`src/rtl/avl_st_video_pkg.sv`:
```
// Shared types and constants for the 32-bit-to-video unpacking path.
package avl_st_video_pkg;

    localparam logic [3:0] PKT_TYPE_VIDEO = 4'h0;
    localparam logic [3:0] PKT_TYPE_CTRL  = 4'hF;

    localparam int unsigned BYTES_PER_PIXEL = 3;
    localparam int unsigned BYTES_PER_WORD  = 4;
    localparam int unsigned WORD_W          = 32;
    localparam int unsigned PIXEL_W         = 24;
    localparam int unsigned BUF_W           = 64;
    localparam int unsigned CNT_W           = 4;

    typedef enum logic [1:0] {
        IDLE   = 2'd0,
        HEADER = 2'd1,
        DATA   = 2'd2
    } state_t;

    typedef struct packed {
        logic               valid;
        logic               sop;
        logic               eop;
        logic [PIXEL_W-1:0] data;
    } video_beat_t;

endpackage

```
`src/rtl/byte_unpack_buf.sv`:
```
// 8-byte little-endian staging buffer: push appends a word above the fill
// level, pop drops the lowest pixel, clear empties it.
module byte_unpack_buf
    import avl_st_video_pkg::*;
(
    input  logic               clk,
    input  logic               rst_n,
    input  logic               push,
    input  logic [WORD_W-1:0]  push_data,
    input  logic               pop,
    input  logic               clear,
    output logic [PIXEL_W-1:0] head,
    output logic [CNT_W-1:0]   byte_cnt
);

    logic [BUF_W-1:0] data_q;
    logic [BUF_W-1:0] data_d;
    logic [CNT_W-1:0] cnt_pop;
    logic [CNT_W-1:0] cnt_d;

    // Pop happens before push so a same-cycle word lands just above the remainder.
    always_comb begin
        data_d  = pop ? (data_q >> (BYTES_PER_PIXEL * 8)) : data_q;
        cnt_pop = pop ? (byte_cnt - CNT_W'(BYTES_PER_PIXEL)) : byte_cnt;
        cnt_d   = cnt_pop;
        if (push) begin
            data_d = data_d | ({{(BUF_W-WORD_W){1'b0}}, push_data} << {cnt_pop, 3'b000});
            cnt_d  = cnt_pop + CNT_W'(BYTES_PER_WORD);
        end
        if (clear) begin
            data_d = '0;
            cnt_d  = '0;
        end
    end

    always_ff @(posedge clk) begin
        if (!rst_n) begin
            data_q   <= '0;
            byte_cnt <= '0;
        end else begin
            data_q   <= data_d;
            byte_cnt <= cnt_d;
        end
    end

    assign head = data_q[PIXEL_W-1:0];

endmodule

```
`src/rtl/avl_st_2_avl_st_video.sv`:
```
// Unpacks a byte-packed 32-bit Avalon-ST stream into 24-bit Avalon-ST Video
// packets (optional header beat, then one beat per complete pixel).
module avl_st_2_avl_st_video
    import avl_st_video_pkg::*;
#(
    parameter logic [3:0] PACKET_TYPE = PKT_TYPE_VIDEO,
    parameter bit         HEADER_EN   = 1'b1
) (
    input  logic               clk,
    input  logic               rst_n,
    input  logic [WORD_W-1:0]  in_avl_st_data,
    input  logic               in_avl_st_valid,
    input  logic               in_avl_st_startofpacket,
    input  logic               in_avl_st_endofpacket,
    output logic               in_avl_st_ready,
    output logic [PIXEL_W-1:0] out_avl_st_data,
    output logic               out_avl_st_valid,
    output logic               out_avl_st_startofpacket,
    output logic               out_avl_st_endofpacket,
    input  logic               out_avl_st_ready,
    output logic               protocol_error
);

    state_t           state;
    video_beat_t      out_q;
    logic             first_pix;
    logic             eof_pending;
    logic             accept;
    logic             load;
    logic             has_pix;
    logic             last_pix;
    logic             push;
    logic             pop;
    logic             clear;
    logic [PIXEL_W-1:0] head;
    logic [CNT_W-1:0] byte_cnt;

    byte_unpack_buf u_buf (
        .clk       (clk),
        .rst_n     (rst_n),
        .push      (push),
        .push_data (in_avl_st_data),
        .pop       (pop),
        .clear     (clear),
        .head      (head),
        .byte_cnt  (byte_cnt)
    );

    // Handshake and buffer control; the eop pixel empties the buffer instead of popping.
    always_comb begin
        in_avl_st_ready = (byte_cnt <= CNT_W'(BYTES_PER_WORD)) && !eof_pending
                          && ((state != HEADER) || !HEADER_EN);
        accept   = in_avl_st_valid && in_avl_st_ready;
        load     = !out_q.valid || out_avl_st_ready;
        has_pix  = byte_cnt >= CNT_W'(BYTES_PER_PIXEL);
        last_pix = eof_pending && (byte_cnt < CNT_W'(2 * BYTES_PER_PIXEL));
        push     = accept && ((state == DATA) || ((state == IDLE) && in_avl_st_startofpacket));
        pop      = (state == DATA) && load && has_pix && !last_pix;
        clear    = (state == DATA) && load && has_pix && last_pix;
    end

    always_ff @(posedge clk) begin
        if (!rst_n) begin
            state          <= IDLE;
            out_q          <= '0;
            first_pix      <= 1'b0;
            eof_pending    <= 1'b0;
            protocol_error <= 1'b0;
        end else begin
            protocol_error <= 1'b0;
            if (load) begin
                out_q.valid <= 1'b0;
            end
            case (state)
                IDLE: begin
                    if (accept) begin
                        if (in_avl_st_startofpacket) begin
                            state       <= HEADER_EN ? HEADER : DATA;
                            first_pix   <= !HEADER_EN;
                            eof_pending <= in_avl_st_endofpacket;
                        end else begin
                            protocol_error <= 1'b1;
                        end
                    end
                end
                HEADER: begin
                    if (load) begin
                        out_q <= '{valid: 1'b1, sop: 1'b1, eop: 1'b0,
                                   data: {20'h0, PACKET_TYPE}};
                        state <= DATA;
                    end
                end
                DATA: begin
                    if (accept) begin
                        if (in_avl_st_startofpacket) begin
                            protocol_error <= 1'b1;
                        end
                        if (in_avl_st_endofpacket) begin
                            eof_pending <= 1'b1;
                        end
                    end
                    // Earliest byte goes to the most significant pixel lane.
                    if (load && has_pix) begin
                        out_q <= '{valid: 1'b1, sop: first_pix, eop: last_pix,
                                   data: {head[7:0], head[15:8], head[23:16]}};
                        first_pix <= 1'b0;
                        if (last_pix) begin
                            eof_pending <= 1'b0;
                            state       <= IDLE;
                        end
                    end
                end
                default: state <= IDLE;
            endcase
        end
    end

    assign out_avl_st_data          = out_q.data;
    assign out_avl_st_valid         = out_q.valid;
    assign out_avl_st_startofpacket = out_q.sop;
    assign out_avl_st_endofpacket   = out_q.eop;

endmodule

```
`config.mk`:
```
export PLATFORM = sky130hd
export DESIGN_NAME = avl_st_2_avl_st_video
export DESIGN_NICKNAME = d
export VERILOG_FILES = /design/src/rtl/avl_st_video_pkg.sv /design/src/rtl/byte_unpack_buf.sv /design/src/rtl/avl_st_2_avl_st_video.sv
export SDC_FILE = /design/constraint.sdc
export NUM_CORES = 1
export LEC_CHECK = 0
export BUFFER_PORTS_ARGS = -buffer_cell sky130_fd_sc_hd__buf_2
export CAP_MARGIN = 20
export CORE_AREA = 2 2 115 117
export DETAILED_ROUTE_END_ITERATION = 6
export DIE_AREA = 0 0 117 119
export SYNTH_ARGS = -nofsm -noshare
export SYNTH_HDL_FRONTEND = slang
export SYNTH_SLANG_ARGS = --single-unit
```
`constraint.sdc`:
```
create_clock -name clk -period 7.4 [get_ports clk]
set_input_delay 0.37 -clock clk [delete_from_list [all_inputs] [get_ports clk]]
set_output_delay 0.37 -clock clk [all_outputs]
set_load 0.02 [all_outputs]
```
==> results.yml <==
yosys:
  ys_top_cells_by_count: "99 x sky130_fd_sc_hd__dfxtp_1, 94 x sky130_fd_sc_hd__nand2_1, 68 x sky130_fd_sc_hd__nor2_1"
  synthesis.area_per_instance_sq_um: 8.21
  yosys.area.top_type_share: 0.352
  synth_edf_count: 0
  synth.area.top_cells: "sky130_fd_sc_hd__dfxtp_1 35%, sky130_fd_sc_hd__mux2i_1 10%, sky130_fd_sc_hd__nand2_1 6.3%, sky130_fd_sc_hd__nor2_1 4.5%, sky130_fd_sc_hd__nor2b_1 3.6%"
  yosys_most_used_dff: "sky130_fd_sc_hd__dfxtp_1"
  ys_seq_area_frac: 0.352
  synth.ff_latch_count: 99
  mappedNetlistArea_sq_mm: 0.00564
  syn_inst: 686
  synth_area_leader_cell: "sky130_fd_sc_hd__dfxtp_1"
  synth_nets: 729
  ys_types: 54
  ys_async_sr_fraction: 0
  ys.warnings.count: 0
  synth_most_common_cell: "sky130_fd_sc_hd__dfxtp_1"
grt:
  total_global_routing_overflow: 0
  grt_first_pass_wirelength_um: 26900
  grt_start_max_net_pins: 80
  initial_antenna_violation_count: 0
  global_routing_usage_summed_across_all_routing_layers: 0.249
  vias_in_the_first_global_route: 5144
run:
  maxCapViolCount: 0
clock_network:
  clkSinkCount: 99
  post-cts-setup-buffers: 0
  clkTransAtPathRegs_ns: 0.07
  cts_buffer_depth: 2
  insertion_delay_ns: 0.35
  cts_htree_levels: 3
  tritoncts.num_buffers: 9
  post_cts_resized: 0
  post_cts_hold_buffer_count: 0
  cts_root_buf: "sky130_fd_sc_hd__clkbuf_16"
  cts_tree: "done"
sta:
  grt_setup_unrepaired: "no"
  finalHoldViolations: 0
  totalNegativeSetupSlack_ns: 0
  post-route-min-period_ns: 4.12
  fin_crit_sh: 0.556
  final_max_tran_viols: 0
  finalSetupViolations: 0
  fmax_mhz: 243
  slew_headroom: 0.396
  tightestPinTransition_ns: 0.903
  finalClockSkew_ns: 0.00402
cells_and_area:
  multiInputGateArea_sq_mm: 0.00334
  insertedDiodeCount: 0
  layout-drive-gt1-share: 0.147
  area.growth.synth_to_final_pct: 11.2
  stdcell_count: 896
  final_net_count: 758
  ff_latch_area_sq_mm: 0.00198
  fill_cells: 1291
detailed_routing:
  drt_iter0_markers: 469
  total_detailed_routing_wirelength_um: 17200
  drc: 0
  dr.pass1.iters: 5
  wire_per_inst_um: 19.1
  via_count: 5413
  antenna_left: 0
  avgViaCountPerCell: 6.04
setup_path:
  cp_data_arrival_time_ns: 4.37
  path_class: "reg2reg"
  startpoint_type: "flip-flop"
  worstReg2RegEnd: "u_buf.data_q[43]"
  setup.reg_to_reg.worst_slack_ns: 3.28
  timing.critical_path.from: "u_buf.byte_cnt[0]"
  data_required_time_at_the_worst_endpoint_ns: 7.66
  crit_path_end: "u_buf.data_q[43]"
  ff2ff_path_depth: 9
  cp_max_fo: 79
  worstSetupEndpointType: "flip-flop"
  reg2reg_from: "u_buf.byte_cnt[0]"
floorplanning:
  die_area_sq_mm: 0.0139
  boundaryPins: 67
  start_util: 0.438
  fp.coreArea_sq_mm: 0.0129
  die_height_um: 119
  total_number_of_placement_rows: 42
  fp.dieW_um: 117
placed_design:
  dpl.hpwl_um: 11500
  gp_routability_congestion: 0.898
  io_buffer_count: 66
  placed_cells_incl_taps: 880
power:
  power.ir.vdd_worst_mv: 0.0983
  p_per_area_mw_per_mm2: 194
  power.leakage_nw: 2.44
hold_path:
  holdCritStartpoint: "in_avl_st_endofpacket"
  min_path_type: "in2reg"
status:
  run_status: "completed"
==> registers in the layout, indices dropped and copies added, names as in the netlist <==
register / flops
u_buf.data_q: 64
out_avl_st_data: 24
u_buf.byte_cnt: 4
state: 2
eof_pending: 1
out_avl_st_endofpacket: 1
out_avl_st_startofpacket: 1
out_avl_st_valid: 1
protocol_error: 1
==> cell type report <==
| class | instances | area share |
|---|---|---|
| clock buffers | 11 | 0.0371 |
| clock inverters | 5 | 0.00619 |
| inverters | 14 | 0.00839 |
| multi-input cells | 517 | 0.534 |
| flip-flops and latches | 99 | 0.316 |
| well taps | 176 | 0.0351 |
| repair buffers | 74 | 0.0629 |
==> power breakdown <==
part	switching, mW	internal, mW
Sequential	0.0174	0.555
Clock	0.217	0.231
Combinational	0.123	0.0724
Total	0.358	0.858
==> per-layer routing <==
| metal | routed length, um | vias up | GRT usage |
|---|---|---|---|
| met4 | 653 | 0 | 0.126 |
| met2 | 8560 | 194 | 0.427 |
| met3 | 843 | 36 | 0.0361 |
| met5 | 0 | - | 0 |
| li1 | - | 2547 | - |
| met1 | 7100 | 2636 | 0.300 |
==> per-stage QoR <==
step	hold WS, ns	area (sq um)	worst slack [ns]	power [mW]	utilization
final	0.294	6270	3.28	1.22	0.487
after global routing	0.307	6270	3.08	1.26	0.487
after CTS	0.298	6270	3.36	1.22	0.487
after detailed placement	0.447	5990	3.40	0.777	0.466
after global placement	0.448	5980	3.50	0.771	0.465
after floorplan	0.432	5640	4.56	0.711	-
==> how the worst min path moves through the flow <==
stage | cells past startpoint | endpoint | slack [ns]
detailed placement | 2 | u_buf.data_q[44] | 0.45
global placement | 2 | u_buf.data_q[44] | 0.45
global route | 3 | eof_pending | 0.31
CTS | 3 | eof_pending | 0.30
floorplan | 2 | u_buf.data_q[40] | 0.43
finish | 3 | eof_pending | 0.29
==> worst max-delay path: stages (launching register included) <==
cell                        delay [ns]
sky130_fd_sc_hd__dfxtp_2          0.31
sky130_fd_sc_hd__buf_4            0.30
sky130_fd_sc_hd__ha_1             0.39
sky130_fd_sc_hd__or3_4            0.39
sky130_fd_sc_hd__o2111ai_4        0.07
sky130_fd_sc_hd__buf_4            0.72
sky130_fd_sc_hd__o21ai_0          0.29
sky130_fd_sc_hd__nand2_1          0.74
sky130_fd_sc_hd__nand3_1          0.47
sky130_fd_sc_hd__o221ai_1         0.31
==> layout by cell type, fill, tap and decap left out, drive strengths merged, types with 14 or more instances in the layout <==
master  count
nor2       69
o21ai      31
nand2      94
buf        74
mux2i      59
nor3       28
dfxtp      99
a211oi     15
inv        15
a21oi      28
a22oi      25
nand3      14
nor2b      32
o22a       16
a31oi      27
==> cells by family (layout without fill, tap and decap cells) <==
family / after synthesis / count (layout) / share of synthesized area
mux: 68 / 68 / 0.139
fa+ha+maj: 5 / 5 / 0.0111
flops: 99 / 99 / 0.352
xor+xnor: 2 / 2 / 0.00644
simple gates: 258 / 258 / 0.208
buf+inv: 70 / 104 / 0.0571
compound gates: 184 / 184 / 0.227
Note: power is estimated with default switching activity, not from simulation.
